**src/rtl/and_chunk_sequencer.sv**
```systemverilog
// Multi-cycle AND reduction: one LENGTH-wide AND chain is reused over CHUNKS chunks of a captured word.
// Optional build macro AND_SEQ_EARLY_EXIT_EN: finish as soon as a chunk containing a 0 is seen.

module and_chunk_sequencer_chain #(
    parameter int LENGTH = 8
) (
    input  logic [LENGTH-1:0] i_bits,
    output logic              o_and
);
    logic [LENGTH:0] w_chain;

    assign w_chain[0] = 1'b1;

    generate
        for (genvar gi = 0; gi < LENGTH; gi++) begin : g_chain
            assign w_chain[gi+1] = w_chain[gi] & i_bits[gi];
        end
    endgenerate

    assign o_and = w_chain[LENGTH];
endmodule

module and_chunk_sequencer #(
    parameter int LENGTH = 8,
    parameter int CHUNKS = 4
) (
    input  logic                         clk,
    input  logic                         rst,
    input  logic                         start,
    input  logic [LENGTH*CHUNKS-1:0]     data_in,
    output logic                         busy,
    output logic                         done,
    output logic                         result,
    output logic [$clog2(CHUNKS+1)-1:0]  fail_idx
);
    localparam int W  = LENGTH * CHUNKS;
    localparam int CW = $clog2(CHUNKS);
    localparam int FW = $clog2(CHUNKS + 1);
    localparam logic [FW-1:0] FIDX_NONE = FW'(CHUNKS);
    localparam logic [CW-1:0] CNT_LAST  = CW'(CHUNKS - 1);

    typedef enum logic [1:0] {
        S_IDLE = 2'd0,
        S_RUN  = 2'd1,
        S_DONE = 2'd2
    } state_t;

    state_t          r_state;
    state_t          w_state_next;
    logic [W-1:0]    r_sreg;
    logic            r_acc;
    logic [CW-1:0]   r_cnt;
    logic [FW-1:0]   r_fidx;
    logic            r_result;
    logic [FW-1:0]   r_fail_idx;

    logic            w_chunk_and;
    logic            w_acc_new;
    logic [FW-1:0]   w_fidx_new;
    logic            w_last;
    logic            w_exit;

    and_chunk_sequencer_chain #(
        .LENGTH (LENGTH)
    ) u_chain (
        .i_bits (r_sreg[LENGTH-1:0]),
        .o_and  (w_chunk_and)
    );

    assign w_acc_new  = r_acc & w_chunk_and;
    // Only the first failing chunk is recorded; later failures leave fidx alone.
    assign w_fidx_new = (!w_chunk_and && (r_fidx == FIDX_NONE)) ? FW'(r_cnt) : r_fidx;
    assign w_last     = (r_cnt == CNT_LAST);

`ifdef AND_SEQ_EARLY_EXIT_EN
    assign w_exit = w_last || !w_chunk_and;
`else
    assign w_exit = w_last;
`endif

    always_comb begin
        w_state_next = r_state;
        case (r_state)
            S_IDLE:  if (start) w_state_next = S_RUN;
            S_RUN:   if (w_exit) w_state_next = S_DONE;
            S_DONE:  w_state_next = S_IDLE;
            default: w_state_next = S_IDLE;
        endcase
    end

    always_ff @(posedge clk) begin
        if (rst) begin
            r_state <= S_IDLE;
        end else begin
            r_state <= w_state_next;
        end
    end

    always_ff @(posedge clk) begin
        if (rst) begin
            r_sreg     <= '0;
            r_acc      <= 1'b1;
            r_cnt      <= '0;
            r_fidx     <= '0;
            r_result   <= 1'b0;
            r_fail_idx <= '0;
        end else begin
            case (r_state)
                S_IDLE: begin
                    if (start) begin
                        r_sreg <= data_in;
                        r_acc  <= 1'b1;
                        r_cnt  <= '0;
                        r_fidx <= FIDX_NONE;
                    end
                end
                S_RUN: begin
                    r_acc  <= w_acc_new;
                    r_fidx <= w_fidx_new;
                    r_sreg <= r_sreg >> LENGTH;
                    // Counter holds on the terminal chunk so it never wraps.
                    if (w_exit) begin
                        r_result   <= w_acc_new;
                        r_fail_idx <= w_fidx_new;
                    end else begin
                        r_cnt <= r_cnt + CW'(1);
                    end
                end
                default: ;
            endcase
        end
    end

    assign busy     = (r_state != S_IDLE);
    assign done     = (r_state == S_DONE);
    assign result   = r_result;
    assign fail_idx = r_fail_idx;
endmodule

```
**config.mk**
```make
export PLATFORM = sky130hd
export DESIGN_NAME = and_chunk_sequencer
export DESIGN_NICKNAME = d
export VERILOG_FILES = /design/src/rtl/and_chunk_sequencer.sv
export SDC_FILE = /design/constraint.sdc
export NUM_CORES = 1
export LEC_CHECK = 0
export CAP_MARGIN = 20
export CORE_MARGIN = 2
export CORE_UTILIZATION = 54
export CTS_CLUSTER_DIAMETER = 100
export DETAILED_ROUTE_END_ITERATION = 8
export HOLD_SLACK_MARGIN = 0.1
export PLACE_DENSITY = 0.9
export SETUP_SLACK_MARGIN = 0.2
export SYNTH_ARGS = -nofsm -noshare
export SYNTH_HDL_FRONTEND = slang
export SYNTH_SLANG_ARGS = --single-unit
```
**constraint.sdc**
```tcl
create_clock -name clk -period 2.52 [get_ports clk]
set_input_delay 0.252 -clock clk [delete_from_list [all_inputs] [get_ports clk]]
set_output_delay 0.252 -clock clk [all_outputs]
set_load 0.02 [all_outputs]
```
* Word-level counts from Yosys, hierarchy flattened
Index checks and enable logic that the tools add are counted.
** Cells by class
- Equality and inequality tests :: 7
- Multipliers :: 0
- Order comparisons :: 0
- Bitwise gates (word level) :: 8
- Div/mod/pow operators :: 0
- Shifts and indexed selects :: 0
- Muxes and demuxes :: 13
- Add/subtract/negate cells :: 1
- Reduce and logical (&&, ||, !) cells :: 9
** Operators by type and width (number)
- 32-bit one-hot mux with 2 select lines :: 1
- 32-bit two-way mux :: 1
- 1-bit AND :: 8
- 2-bit two-way mux :: 4
- 2-bit one-hot mux with 2 select lines :: 2
- 3-bit two-way mux :: 2
- 2-bit inequality test, second input constant :: 3
- 3-bit one-hot mux with 2 select lines :: 1
- 2-bit AND reduction :: 3
- 2-bit == test, second input constant :: 2
- 2-bit nonzero test :: 2
- 3-bit == test, second input constant :: 1
- 3-bit AND reduction :: 1
- 2-bit by 1-bit adder with 2-bit output, second input constant :: 1
- 2-bit by 1-bit == test with 1-bit output, second input constant :: 1
- 2-bit zero test :: 1
- 1-bit one-hot mux with 2 select lines :: 1
- 1-bit logical AND :: 1
- 1-bit zero test :: 1
- 1-bit two-way mux :: 1
** Storage, ports and cells
- Memories kept :: 0
- Output and inout bits :: 6
- Bits in registers :: 44
- Bits in latches :: 0
- Bits in writable memories :: 0
- Input port bits :: 35
- Bits in read-only memories :: 0

* Depth between registers and ports, before layout
Gate-level depths: netlist of run 1.
- Depth in word-level cells :: 11
- Gate-level depth with buffers :: 5
- Mapped depth without buffers :: 4

* Hierarchy
From an unflattened synthesis of run 1, not the netlist that was laid out.
** Unflattened totals
- Cells, all modules :: 218
- Area, all modules :: 1916.8 µm²
** By module, submodules not included
- and_chunk_sequencer :: sequential area each 880.8 µm², area each 1900.6 µm², cells each 215, instances 1
- and_chunk_sequencer_chain :: sequential area each 0.0 µm², area each 16.3 µm², cells each 3, instances 1

* Worst setup path after synthesis of run 1
OpenSTA, ideal clock, no wires.
- Path kind :: register to register
- From :: register r_cnt[0]
- To :: register r_result, in the netlist result
- Data required time :: 2.449 ns
- Arrival time :: 1.415 ns
- Setup time :: 0.071 ns
- Clock period less this slack :: 1.486 ns
- Slack :: 1.034 ns
- Stages on the path, launching flop included :: 5
- Cell sequence :: dfxtp_1 ha_1 nand3b_4 or4_1 a21oi_1
** Between the ends
- Longest elaborated chain between the ends :: 2
** RTL lines
- start, declared :: line 52 : logic [CW-1:0] r_cnt;
- start signal, assigned :: line 126 : r_cnt <= r_cnt + CW'(1);
- 2-bit == test :: line 73 : assign w_last = (r_cnt == CNT_LAST);
- 2-bit AND reduction (no source line)
- end signal, assigned :: line 123 : r_result <= w_acc_new;
- end, declared :: line 54 : logic r_result;
No other way between the ends.
A chain may end at the register's enable or synchronous reset.

* Worst setup path after layout of run 1
- From :: register r_state[1]
- To :: output done
** Between the ends
- Longest elaborated chain between the ends :: 1
** RTL lines
- start, declared :: line 48 : state_t r_state;
- start signal, assigned :: line 95 : r_state <= w_state_next;
- 2-bit == test :: line 135 : assign done = (r_state == S_DONE);
- end, declared :: line 32 : output logic done,
No other way between the ends.

==> metrics, run 1 <==
run status=complete, no violations; Worst R2R Start=r_state[1]$_SDFFE_PP0P_; CP max stage delay=0.74 ns; number of global-route vias before repair=1555; required time worst endpoint=2.27 ns; Final period util=83.93%; GRT overflow=0; CTS clock-pin slew for the worst setup and hold paths=0.08 ns; post-synth top area share=43.97%; worst hold path type=reg2reg; clk_lat worst skew=0.31 ns; H-tree Lvls=2; Core Util, Final=70.23%; share of layout cells above drive strength 1=7.905%; slew margin rel.=56.92%; Layout Nets=288; most frequent cells in the layout=44 x dfxtp_1, 40 x clkdlybuf4s50_1, 34 x nor2_1, 26 x a211oi_1, 24 x mux2i_1; clock buffer depth=2; Multi-input gate area=1026 um^2; Starting Density=55.55%; Setup CP Type=reg2out; power density over the cells=609.9 nW/um^2; Async SR Flop Fraction=0%; TritonCTS clock tree=done; routed len/inst=14.32 um; # fillers=267; vias=1656; total wire length=4.311 mm; cts hold-fix bufs=0; synthesized flop and latch total=44; CP top delay family=flip-flops; Hold Crit Start=result$_SDFFE_PP0P_; VDD IR-drop max=0.0003700 V; RSZ-0062 raised after global routing=no; Clock Skew=0.003128 ns; post-DP HPWL=2.812 mm; Slowest cell on crit path=dfxtp_1; Detail Route Antenna Nets=0; crit path capture type=output pin; FP Rows=22; clock tree root buffer cell=clkbuf_8; post-CTS setup buffers=0; hold_ws=0.4545 ns; gpl congestion=0.7695; pin count of the biggest net entering global routing=49; commonest non-fill, non-tap cell in the layout=dfxtp_1; Synthesis Warnings=0; number of synthesized flops with an enable pin=0; width of the die=64.91 um; leading cell types by total area after synthesis=dfxtp_1 44%, mux2i_1 12%, a211oi_1 9.7%, nor2_1 6.4%, a21oi_1 2.5%; # clock sinks=44; Reg area=880.8 um^2; DRC=0; max_cap viols=0; Slew Viols, Final=0; CP Buf/Inv Count=1; count of cell types in the netlist=33; Area Growth Syn to Fin=26.42%; CP cell instances=nor2b_1 > clkdlybuf4s50_1; initial antenna violation count=0; DRT Pass-1 Iters=4; core area=3606 um^2; cell count after synthesis=218; Synth Cell Area=2003 um^2; io pins=41; setup violators final=0; post-synthesis sequential area ratio=43.97%; die extent in y=64.91 um; Slew @ Worst Pin=0.6454 ns; Tot GR Track Use=22.55%; Pleak=1.034 nW; crit-path max FO=21; Vias/cell=5.502; leading area contributor after synthesis=dfxtp_1; CTS Buf Count=5; Die ar.=4213 um^2; Hold Fails Final Rpt=0; r2r setup slk=0.74 ns; f_max=0.4728 GHz; final setup TNS=0 ns; syn nets=254; WP data arrival=1.86 ns; first-pass GRT wire length=7.182 mm; average size of a mapped cell=9.189 um^2; CP startpoint=r_state[1]$_SDFFE_PP0P_; number of diodes=0; minimum clock period=2.115 ns; Resize count post-CTS=0; drt first-iter violations=131; Worst Setup Start Kind=register; ys flop type=dfxtp_1; port buffer count=40
-- registers in the layout (all words and copies together), names as in the netlist --
signal    flops
r_state       2
fail_idx      3
r_fidx        3
result        1
r_cnt         2
r_acc         1
r_sreg       32
-- per-stage QoR --
stage	setup slack, ns	total power, mW	cells	area [um^2]
floorplan	1.034	0.9242	218	2003
global placement	0.7716	1.005	293	2425
detailed placement	0.7241	1.012	293	2425
CTS	0.4211	1.546	301	2532
global route	0.3098	1.615	301	2532
finish	0.4049	1.544	301	2532
-- path summary, 6_finish.rpt --
kind	end	cells after the start
min reg2reg	result$_SDFFE_PP0P_	2
max reg2reg	r_sreg[20]$_SDFFE_PP0P_	4
min	result$_SDFFE_PP0P_	2
max	done	2
-- synthesized netlist by cell type, types with 4 or more instances --
master / number
buf_2: 7
nor2b_1: 8
dfxtp_1: 44
o21ai_0: 7
clkbuf_1: 7
and3b_1: 4
nor2_1: 34
nand2_1: 7
inv_1: 4
mux2i_1: 24
a21oi_1: 10
nand4_1: 4
a211oi_1: 26
a22oi_1: 4
-- worst register-to-register path: stages, from the launching register on --
cell and delay (ns):
dfxtp_1 0.74, nand2b_1 0.19, buf_4 0.39, nor2_1 0.13, a211oi_1 0.24
-- cell type report --
| type | instances | share of cell area (%) |
|---|---|---|
| Multi-Input combinational cell | 153 | 40.51 |
| Sequential cell | 44 | 34.78 |
| Timing Repair Buffer | 44 | 17.49 |
| Clock buffer | 6 | 2.866 |
| Tap cell | 48 | 2.372 |
| Clock inverter | 2 | 1.383 |
| Inverter | 4 | 0.5929 |
-- power breakdown --
group | internal [mW] | leakage [nW] | total, mW | switching, mW
registers | 0.745 | 0.362 | 0.779 | 0.0341
logic | 0.119 | 0.616 | 0.221 | 0.102
clock network | 0.294 | 0.0552 | 0.545 | 0.251
-- per-layer routing --
layer	global-route usage [%]	part of all wire, %	up-vias
met5	0	0	-
met2	33.51	45	48
met1	30.36	48	748
met3	7.118	5.8	6
li1	-	-	854
met4	8.777	1.8	0
-- logic make-up (layout without fill, tap and decap cells) --
kind of cell             after synthesis  in the layout  synth area share, %
multiplexers                          24             24                11.99
AO/OA/AOI/OAI                         57             57                19.74
buffers and inverters                 21             56                4.934
adder cells (fa/ha/maj)                1              1               0.6245
AND/OR/NAND/NOR                       71             71                18.74
flip-flops                            44             44                43.97
Note: power is estimated with default switching activity, not from simulation.
==> inputs of run 2 (changes only) <==
CORE_UTILIZATION = 46   (was 54)
PLACE_DENSITY = 0.83   (was 0.9)
clock period = 1.9 ns   (was 2.52 ns; I/O delays follow)
==> metrics, run 2 (synthesis results as in run 1) <==
cts hold-fix bufs=0 (unchanged); fin area=2604 um^2 (+2.8%); FP Rows=23 (+4.5%); initial antenna violation count=0 (unchanged); Starting Density=49.02% (-6.5 points); setup violators final=0 (unchanged); CTS clock-pin slew for the worst setup and hold paths=0.08 ns (about the same); Worst R2R Start=r_cnt[0]$_SDFFE_PP0P_; die extent in y=69.99 um (+7.8%); number of diodes=0 (unchanged); DRT Pass-1 Iters=4 (unchanged); vias=1643 (-0.79%); gpl congestion=0.8231 (+7.0%); clk_lat worst skew=0.30 ns (about the same); port buffer count=40 (unchanged); Final period util=87.43%; share of layout cells above drive strength 1=10.85% (+2.9 points); number of global-route vias before repair=1525 (-1.9%); Area Growth Syn to Fin=29.98%; Hold Crit Depth=2 (unchanged); H-tree Lvls=2 (unchanged); width of the die=69.99 um (+7.8%); f_max=0.6020 GHz; Worst Setup Start Kind=register; crit-path max FO=11 (-48%); Vias/cell=5.334 (-3.0%); commonest non-fill, non-tap cell in the layout=dfxtp_1; pin count of the biggest net entering global routing=49 (unchanged); RSZ-0062 raised after global routing=yes; Slew @ Worst Pin=0.4923 ns (-0.1530 ns); Tot GR Track Use=17.22% (-5.3 points); hold worst-path end=result$_SDFFE_PP0P_; routed len/inst=13.03 um (-9.0%); crit path capture type=output pin; placed cells=300 (+2.4%); power density over the cells=796.4 nW/um^2 (+31%); VDD IR-drop max=0.0005003 V (+35%); Critical R2R Capture=result$_SDFFE_PP0P_; clock tree root buffer cell=clkbuf_8; dpl cell area=2477 um^2 (+2.2%); Die ar.=4899 um^2 (+16%); TritonCTS clock tree=done; drt first-iter violations=135 (+3.1%); Detail Route Antenna Nets=0 (unchanged); post-DP HPWL=2.796 mm (-0.57%); Largest register FFs=32 (unchanged); Slew Viols, Final=0 (unchanged); Reg with most FFs=r_sreg; # clock sinks=44 (unchanged); required time worst endpoint=1.71 ns (-0.56 ns); Hold Crit Start=result$_SDFFE_PP0P_; max_cap viols=0 (unchanged); most frequent cells in the layout=43 x dfxtp_1, 39 x clkdlybuf4s50_1, 34 x nor2_1, 26 x a211oi_1, 24 x mux2i_1; WP data arrival=1.47 ns (-0.39 ns); r2r setup slk=0.33 ns (-0.41 ns); Layout Nets=293 (+1.7%); final setup TNS=0 ns (unchanged); CTS Buf Count=5 (unchanged); r2r worst-path depth=4 (unchanged); DRC=0 (unchanged); CP startpoint=r_state[1]$_SDFFE_PP0P_; first-pass GRT wire length=6.817 mm (-5.1%); GRT overflow=0 (unchanged); run status=complete, no violations; io pins=41 (unchanged); hold_ws=0.4581 ns (+0.003614 ns); clock buffer depth=2 (unchanged); Hold Fails Final Rpt=0 (unchanged); post-CTS setup buffers=0 (unchanged); Slowest cell on crit path=clkdlybuf4s50_1; Clock Skew=0.008431 ns (+0.005303 ns); total wire length=4.014 mm (-6.9%); CP cell instances=nor2b_1 > clkdlybuf4s50_1; CP max stage delay=0.61 ns (-0.13 ns); core area=4086 um^2 (+13%); worst hold path type=reg2reg; slew margin rel.=67.11% (+10 points); Non-Filler Instances=308 (+2.3%); Setup CP Type=reg2out; minimum clock period=1.661 ns; Pleak=1.072 nW (+3.7%)
run 2: metal layers:
| layer | track usage, % | wire length (um) | up-vias |
|---|---|---|---|
| li1 | - | - | 865 |
| met3 | 4.618 | 218 | 7 |
| met1 | 23.41 | 1998 | 733 |
| met5 | 0 | 0 | - |
| met2 | 25.29 | 1721 | 38 |
| met4 | 8.120 | 76 | 0 |
run 2: worst max path at each step:
stage / end / slack, ns
floorplan: result$_SDFFE_PP0P_ / 0.41
global placement: r_sreg[11]$_SDFFE_PP0P_ / 0.30
detailed placement: result$_SDFFE_PP0P_ / 0.27
CTS: done / 0.17
global route: done / 0.16
finish: done / 0.24
run 2: timing repair:
| item | 4_1_cts | 5_1_grt |
|---|---|---|
| gates cloned | 0 | 0 |
| pin swaps | 0 | 0 |
| gates resized for setup | 2 | 2 |
| setup endpoints to repair | 2 | 2 |
run 2: final cells by class:
type                       count  area, um^2
clock buffer                   6       82.58
clock inverter                 2       38.79
fill                         348        1483
inverter                       4       15.01
multi-input combinational    153        1028
sequential                    44       884.6
tap                           50       62.56
timing repair buffer          49       491.7
run 2: through the flow:
step / worst slack [ns] / utilization, % / power, mW
6_report: 0.2389 / 63.72 / 2.074
5_1_grt: 0.1570 / 63.72 / 2.162
4_1_cts: 0.1692 / 63.59 / 2.093
3_5_place_dp: 0.2742 / 60.62 / 1.352
3_3_place_gp: 0.3023 / 60.62 / 1.346
2_1_floorplan: 0.4140 / - / 1.226
run 2: where the power goes:
part	total [mW]	leakage, nW	internal [mW]	switching [mW]
registers	1.03	0.363	0.986	0.0420
logic	0.301	0.648	0.167	0.134
clock network	0.744	0.0614	0.430	0.315
total	2.07	1.07	1.58	0.491
run 2: critical path, delay by kind of cell, from the launching register on:
kind,cells,cell delay (ns)
and+or+nand+nor,1,0.14
DFF,1,0.42
buffers and inverters,1,0.61
==> inputs of run 3 (changes only) <==
HOLD_SLACK_MARGIN = 0.15   (was 0.1)
==> results of run 3 <==
The final DEF is identical to that of run 2; final timing and power are the same.
==> patch (config.mk and constraints of run 3) <==
Encoding of `state_t`: now one-hot (3 bits for 3 states).
--- a/src/rtl/and_chunk_sequencer.sv
+++ b/src/rtl/and_chunk_sequencer.sv
@@ -41,6 +41,6 @@
 
-    typedef enum logic [1:0] {
-        S_IDLE = 2'd0,
-        S_RUN  = 2'd1,
-        S_DONE = 2'd2
+    typedef enum logic [2:0] {
+        S_IDLE = 3'b001,
+        S_RUN  = 3'b010,
+        S_DONE = 3'b100
     } state_t;
Check against the original RTL: same outputs for any inputs over 10 cycles, from zero or initial values and one cycle with rst high; not proved beyond that.
==> patch against run 3 <==
Via count increased by 1.6%. Critical path depth is 1 higher. Clock skew decreased by 0.0054 ns. Wire length is 4.0% higher. Worst setup slack better by 0.040 ns. Sequential cell count increased by 1. Power down 6.0%. Register-to-register slack better by 0.03 ns. Final area decreased by 7.9%. Largest cell class is now registers. Sequential share of layout area increased by 3.7 points. Area after synthesis fell by 9.1%.
==> patch: results (changes against run 3) <==
Synth
  • Ranking of synthesized cells by area: dfxtp_1, nor3_1, o22ai_1 (was dfxtp_1, mux2i_1, a211oi_1)
  • Commonest cells post-synth: nor3_1, dfxtp_1, o22ai_1, clkbuf_1, nand2_1 (was dfxtp_1, nor2_1, a211oi_1, mux2i_1, a21oi_1)
  • Register area share after synthesis: 49.45% (was 43.97%)
  • Post-synth net total: 245 (was 254)
  • Top FF cell, synth: dfxtp_1 (unchanged)

GRT
  • Largest net degree at the start of global routing: 41 (was 49)
  • Number of global-route vias before repair: 1527 (was 1525)
  • First-pass GRT wire length: 7.024 mm (was 6.817 mm)
  • GR Util All Layers: 20.92% (was 17.22%)

Routing
  • Iteration-0 DRC Markers: 120 (was 135)
  • Vias post-DR: 1670 (was 1643)
  • Drt total wl: 4.175 mm (was 4.014 mm)

Min path
  • Hold Crit Depth: 3 (was 2)
  • HP Class: input pin to flop (was flop to flop)

Place
  • RD Place Congestion: 0.7989 (was 0.8231)
  • DP Wirelength: 2.813 mm (was 2.796 mm)

Timing
  • Skew final: 0.003024 ns (was 0.008431 ns)
  • Max Slew Vio Count: 0 (unchanged)
  • Least-Margin Pin Slew: 0.3169 ns (was 0.4923 ns)

Power and ir drop
  • Leak pwr: 0.8650 nW (was 1.072 nW)
  • VDD IR-drop max: 393.6 uV (was 500.3 uV)

CTS
  • Post-CTS Setup Bufs: 0 (unchanged)
  • Resized Gates After CTS: 3 (was 2)
  • Clock tree buffer depth: 2 (unchanged)

Critical path
  • WP data arrival: 1.43 ns (was 1.47 ns)
  • CP max FO: 8 (was 11)
  • Reg2reg path depth: 5 (was 4)

Layout
  • Share of cells above drive strength 1: 8.230% (was 10.85%)
  • Filler Cell Count: 345 (was 348)
  • Post-layout nets: 279 (was 293)

Status
  • Outcome: complete, no violations (unchanged)
[patch: path summary, 6_finish.rpt]
check,start,endpoint,slack [ns]
min,data_in[31],r_sreg[31],0.44
min reg2reg,result,result,0.46
max reg2reg,r_cnt[0],fail_idx[2],0.36
max,r_state[2],busy,0.28
[patch: kinds of logic (layout without fill, tap and decap cells)]
logic type / Yosys count / in the layout / share of synthesized area [%]
compound gates: 47 / 47 / 16.41
fa+ha+maj: 1 / 1 / 0.6867
flops: 45 / 45 / 49.45
mux: 4 / 4 / 2.198
buf+inv: 23 / 57 / 4.945
simple gates: 89 / 89 / 26.30
[patch: critical path, cell delays in order, from the launching register on]
cell and delay [ns]:
dfxtp_2 0.43, nor2_1 0.06, nand2_1 0.06, clkdlybuf4s50_1 0.59
[patch: through the flow]
stage	instances	power (W)	setup slack [ns]	cell area, um2	utilization, %
after global routing	291	0.002051	0.2018	2399	64.07
after detailed placement	284	0.001386	0.2468	2305	61.56
final	291	0.001949	0.2788	2399	64.07
after CTS	291	0.001966	0.2739	2392	63.90
after floorplan	209	0.001247	0.4565	1822	-
after global placement	284	0.001378	0.3116	2305	61.56
[patch: area by class of cell]
cell class	instances	area, um2	area share [%]
multi-input combinational	141	857.1	35.73
clock buffer	7	86.33	3.599
sequential	45	903.4	37.66
tap	48	60.06	2.504
timing repair buffer	48	484.2	20.19
inverter	2	7.507	0.3130
[patch: metal layers]
layer	global-route usage [%]	vias to the layer above	wire length [um]
met2	33.25	49	2023
met1	27.64	766	1946
met5	0	-	0
met3	5.743	5	170
met4	6.122	0	35
li1	-	850	-
[patch: report_power, final]
part           internal, W  switching [W]
Combinational     0.000167       0.000136
Sequential         0.00101      0.0000477
Clock             0.000289       0.000294
Total              0.00147       0.000478
